### src/rtl/ema_channel_scheduler.sv
// Round-robin scheduler sharing one EMA unit (acc += x - acc/2^K) across NCH channels; result 2 cycles after grant.
// Optional EMA_SCHED_PRELOAD_EN: the first sample after reset/clear seeds the channel output directly.
module ema_channel_scheduler #(
  parameter int NCH   = 4,
  parameter int WIDTH = 16,
  parameter int K     = 3
) (
  input  logic                                   clk,
  input  logic                                   rst,
  input  logic [NCH-1:0]                         req_valid,
  input  logic [NCH*WIDTH-1:0]                   req_sample,
  output logic [NCH-1:0]                         req_ready,
  input  logic [NCH-1:0]                         clr,
  output logic                                   out_valid,
  input  logic                                   out_ready,
  output logic signed [WIDTH-1:0]                out_sample,
  output logic [((NCH > 1) ? $clog2(NCH) : 1)-1:0] out_ch
);

  localparam int CHW  = (NCH > 1) ? $clog2(NCH) : 1;
  localparam int ACCW = WIDTH + K + 1;

  typedef enum logic [1:0] {IDLE, CALC, OUT} state_t;

  state_t                  state_q, state_d;
  logic [CHW-1:0]          rr_ptr_q, rr_ptr_d;
  logic [CHW-1:0]          ch_q, ch_d;
  logic signed [WIDTH-1:0] x_q, x_d;
  logic [WIDTH-1:0]        out_sample_q, out_sample_d;
  logic signed [ACCW-1:0]  acc_q [NCH];
  logic signed [ACCW-1:0]  acc_d [NCH];

  logic                    grant_vld;
  logic                    grant_fire;
  logic [CHW-1:0]          grant_ch;
  logic [NCH-1:0]          grant_oh;

  logic signed [ACCW-1:0]  acc_cur;
  logic signed [ACCW-1:0]  x_ext;
  logic signed [ACCW-1:0]  acc_shr;
  logic signed [ACCW-1:0]  acc_new;

`ifdef EMA_SCHED_PRELOAD_EN
  logic [NCH-1:0]          primed_q, primed_d;
`endif

  // First requester at or after rr_ptr, wrapping modulo NCH.
  always_comb begin
    logic [CHW:0] sum;
    grant_vld = 1'b0;
    grant_ch  = '0;
    sum       = '0;
    for (int i = 0; i < NCH; i++) begin
      sum = {1'b0, rr_ptr_q} + (CHW+1)'(i);
      if (sum >= (CHW+1)'(NCH)) sum = sum - (CHW+1)'(NCH);
      if (!grant_vld && req_valid[sum[CHW-1:0]]) begin
        grant_vld = 1'b1;
        grant_ch  = sum[CHW-1:0];
      end
    end
    grant_oh = '0;
    if (grant_vld) grant_oh[grant_ch] = 1'b1;
  end

  always_ff @(posedge clk) begin
    if (rst) state_q <= IDLE;
    else     state_q <= state_d;
  end

  always_comb begin
    state_d = state_q;
    case (state_q)
      IDLE:    if (grant_vld) state_d = CALC;
      CALC:    state_d = OUT;
      OUT:     if (out_ready) state_d = IDLE;
      default: state_d = IDLE;
    endcase
  end

  always_comb begin
    req_ready  = '0;
    out_valid  = 1'b0;
    grant_fire = 1'b0;
    case (state_q)
      IDLE: begin
        req_ready  = rst ? '0 : grant_oh;
        grant_fire = grant_vld && !rst;
      end
      OUT:     out_valid = 1'b1;
      default: ;
    endcase
  end

  // Shift operand kept in its own signed variable so >>> stays arithmetic.
  always_comb begin
    acc_cur = acc_q[ch_q];
    x_ext   = {{(K+1){x_q[WIDTH-1]}}, x_q};
    acc_shr = acc_cur >>> K;
    acc_new = acc_cur + x_ext - acc_shr;
`ifdef EMA_SCHED_PRELOAD_EN
    if (!primed_q[ch_q]) acc_new = x_ext <<< K;
`endif
  end

  always_comb begin
    rr_ptr_d     = rr_ptr_q;
    ch_d         = ch_q;
    x_d          = x_q;
    out_sample_d = out_sample_q;
    acc_d        = acc_q;
`ifdef EMA_SCHED_PRELOAD_EN
    primed_d     = primed_q;
`endif
    if (grant_fire) begin
      rr_ptr_d = (grant_ch == CHW'(NCH-1)) ? '0 : grant_ch + 1'b1;
      ch_d     = grant_ch;
      x_d      = req_sample[grant_ch*WIDTH +: WIDTH];
    end
    if (state_q == CALC) begin
      acc_d[ch_q]  = acc_new;
      out_sample_d = acc_new[K+WIDTH-1:K];
`ifdef EMA_SCHED_PRELOAD_EN
      primed_d[ch_q] = 1'b1;
`endif
    end
    // A clear landing on the channel being updated wins over the write-back.
    for (int c = 0; c < NCH; c++) begin
      if (clr[c]) begin
        acc_d[c] = '0;
`ifdef EMA_SCHED_PRELOAD_EN
        primed_d[c] = 1'b0;
`endif
      end
    end
  end

  always_ff @(posedge clk) begin
    if (rst) begin
      rr_ptr_q     <= '0;
      ch_q         <= '0;
      x_q          <= '0;
      out_sample_q <= '0;
      for (int c = 0; c < NCH; c++) acc_q[c] <= '0;
`ifdef EMA_SCHED_PRELOAD_EN
      primed_q     <= '0;
`endif
    end else begin
      rr_ptr_q     <= rr_ptr_d;
      ch_q         <= ch_d;
      x_q          <= x_d;
      out_sample_q <= out_sample_d;
      for (int c = 0; c < NCH; c++) acc_q[c] <= acc_d[c];
`ifdef EMA_SCHED_PRELOAD_EN
      primed_q     <= primed_d;
`endif
    end
  end

  assign out_sample = out_sample_q;
  assign out_ch     = ch_q;

endmodule

### config.mk
export PLATFORM = sky130hd
export DESIGN_NAME = ema_channel_scheduler
export DESIGN_NICKNAME = d
export VERILOG_FILES = /design/src/rtl/ema_channel_scheduler.sv
export SDC_FILE = /design/constraint.sdc
export NUM_CORES = 1
export LEC_CHECK = 0
export ABC_AREA = 1
export ABC_CLOCK_PERIOD_IN_PS = 4600
export BUFFER_PORTS_ARGS = -buffer_cell sky130_fd_sc_hd__buf_4
export CAP_MARGIN = 25
export CORE_ASPECT_RATIO = 0.5
export CORE_UTILIZATION = 35
export CTS_BUF_LIST = sky130_fd_sc_hd__clkbuf_4 sky130_fd_sc_hd__clkbuf_8
export DETAILED_ROUTE_END_ITERATION = 10
export SETUP_SLACK_MARGIN = 0.3
export SYNTH_ARGS = -nofsm -noshare
export SYNTH_HDL_FRONTEND = slang
export SYNTH_SLANG_ARGS = --single-unit
### constraint.sdc
create_clock -name clk -period 4.6 [get_ports clk]
set_clock_uncertainty 0.15 [all_clocks]
set_input_delay 0.46 -clock clk [delete_from_list [all_inputs] [get_ports clk]]
set_output_delay 0.46 -clock clk [all_outputs]
set_load 0.05 [all_outputs]
==> flow_summary.toml <==
[floorplan]
die_w_um = 214
pin_count = 98
rows = 38
core_area_um2 = 21900
start_util_pct = 36.0
die-area_um2 = 23100
die_h_um = 108

[clocking]
tritoncts = "built"
insertion_delay_ns = 0.46
cts_buffer_depth = 2
clock-sinks = 118
cts_root_buffer = "clkbuf_8"
holdBufCountCts = 0
path_clk_slew_ns = 0.08
numCtsBuffers = 17
h-tree-depth = 4

[sta]
rsz0062_at_grt = "false"
fin_crit_sh_pct = 88.5
finalSetupTns_ns = 0
holdWs_ns = 0.0981
max_slew_margin_pct = 38.5
drv_slew = 0
fin_crit_ns = 4.07
max_freq_mhz = 246
finalHoldViolCount = 0
worst_pin_slew_ns = 0.922
setup_viol = 0

[place]
port_buffers = 97
gp_congestion = 0.893
place_inst = 1558
dp_hpwl_mm = 17.5

[worst_setup_path]
crit_path_end_kind = "register"
cp_common_cell = "inv_1"
crit_family = "compound AO/OA/AOI/OAI gates"
r2r_cells = 18
max_stage_delay_ns = 0.49
timing.critical_path.cells = "inv_1 > nand2_1 > inv_1 > a221oi_1 > buf_4 > inv_1 > fa_1 > inv_1 > ha_1 > a21oi_1 > o21ai_0 > nand2_1 > nand3_1 > nand3b_1 > a21o_1 > nand3_1 > nand2_1 > inv_1"
cp_num_buf_inv = 6
reg2reg_to = "acc_q[19]$_SDFFE_PP0P_"
critPathMaxFanout = 11
crit-reg2reg-launch = "out_ch[0]$_SDFFE_PP0P_"
worstSetupStartpointType = "register"
critPathArrivalTime_ns = 4.28
cp.required_ns = 4.81
crit_path_top_delay_cell = "fa_1"
crit_type = "register to register"
timing.reg2reg.setup_slack_ns = 0.53

[routing]
detail_route.wl_per_cell_um = 15.3
wirelength_mm = 24.4
drc = 0
dr.pass1.iters = 6
drtAntennaViolNets = 0
dr_total_vias = 7952
drtIter0Drc = 784
viasPerCell = 4.98

[min_path]
min_from = "out_ready"
min_to = "state_q[1]$_SDFFE_PP0P_"
hold_path_depth = 4
holdCritPathClass = "input port to register"

[run_status]
status = "finished, final reports clean"

[synth]
syn_nets = 1319
synth_top_cell_area_share_pct = 30.0
synth_edf_count = 0
syn_inst = 1200
syn_area_per_cell_um2 = 6.56
synth-seq-cells = 118
synth-seq-area-share_pct = 30.0
synth_area_leader_cell = "dfxtp_1"
netlist_area_um2 = 7870
synthTopCellsByArea = "dfxtp_1 (30%), inv_1 (15%), nand2_1 (8.4%)"
yosysUniqueCellTypes = 42
ys.flop_type = "dfxtp_1"
synth-async-reset-ratio_pct = 0
ys.warnings.count = 0

[global_route]
grt_pass1_wl_mm = 38.2
grt_max_degree = 38
gr-usage-all-layers_pct = 21.2
grt_overflow_total = 0
grt_antenna_before_repair = 0
grt_pass1_vias = 7137

[layout]
final_nets = 1403
area_growth_pct = 18.6
final_cell_mix = "inv_1 (302), nand2_1 (176), dfxtp_1 (118)"
drive_above_1_share_pct = 14.2
final_common_cell = "inv_1"
fin_cells = 1596
n_antenna_cell = 0

[run]
drv_cap = 0
==> cell families (layout without fill, tap and decap cells) <==
logic type,Yosys count,in the layout,share of synthesized area (%)
DFF,118,118,30.0
buffers and inverters,358,453,17.8
and+or+nand+nor,448,449,26.1
AOI/OAI and AO/OA,222,222,16.1
adders and majority gates,44,44,8.81
xor gates and xnor gates,10,10,1.11
==> sequential cells by signal, indices dropped and copies added, names as in the netlist <==
name        count
rr_ptr_q        2
acc_q          80
state_q         2
out_sample     16
out_ch          2
x_q            16
==> per-layer routing <==
layer  share of wire (%)  track usage [%]  vias to the layer above
li1                    -                -                     3938
met1                  49             30.7                     3628
met2                  42             31.9                      356
met3                 8.0             4.11                       30
met4                 1.4             5.55                        0
met5                   0                0                        -
==> area by class of cell <==
class / count / area [um2]
flip-flops and latches: 118 / 2360
fillers: 2317 / 12500
repair buffers: 114 / 856
multi-input cells: 725 / 4140
clock inverters: 12 / 176
clock buffers: 19 / 255
well taps: 300 / 375
inverters: 308 / 1170
==> worst min-delay path, cell delays in order <==
cell and delay, ns:
buf_4 0.08, inv_1 0.03, nand2_1 0.05, a21oi_1 0.05
==> cell usage after synthesis, drive strengths merged, types with 5 or more instances <==
| cell | instances |
|---|---|
| a221oi | 5 |
| nand2 | 185 |
| o211ai | 10 |
| xor2 | 8 |
| buf | 24 |
| nand3 | 116 |
| a22oi | 6 |
| o22ai | 12 |
| o21ai | 60 |
| ha | 25 |
| a21oi | 101 |
| nor2 | 103 |
| inv | 307 |
| dfxtp | 118 |
| clkbuf | 26 |
| o21a | 10 |
| fa | 19 |
| nand4 | 36 |
| a21o | 5 |
==> metrics by stage <==
stage | worst slack, ns | utilization, % | area [um2]
2_1_floorplan | 0.454 | - | 7870
3_3_place_gp | 0.444 | 40.3 | 8810
3_5_place_dp | 0.315 | 40.3 | 8810
4_1_cts | 0.314 | 42.3 | 9250
5_1_grt | 0.276 | 42.6 | 9330
6_report | 0.529 | 42.6 | 9330
==> repair_timing <==
item / CTS / global route
buffers inserted: 1 / 5
pin swaps: 1 / 2
setup endpoints to repair: 2 / 76
resized for setup: 0 / 9
cloned: 0 / 1
==> worst max-delay path by stage <==
stage | from | endpoint | slack [ns] | cells past startpoint
floorplan | out_ch[1]$_SDFFE_PP0P_ | acc_q[12]$_SDFFE_PP0P_ | 0.45 | 19
global placement | out_ch[1]$_SDFFE_PP0P_ | acc_q[48]$_SDFFE_PP0P_ | 0.44 | 15
detailed placement | out_ch[1]$_SDFFE_PP0P_ | acc_q[28]$_SDFFE_PP0P_ | 0.31 | 15
CTS | out_ch[0]$_SDFFE_PP0P_ | acc_q[8]$_SDFFE_PP0P_ | 0.31 | 17
global route | out_ch[0]$_SDFFE_PP0P_ | acc_q[39]$_SDFFE_PP0P_ | 0.28 | 20
finish | out_ch[0]$_SDFFE_PP0P_ | acc_q[19]$_SDFFE_PP0P_ | 0.53 | 18
Power is not shown: default switching activity piles up to over one toggle a cycle in this logic, so the estimate is an artifact.
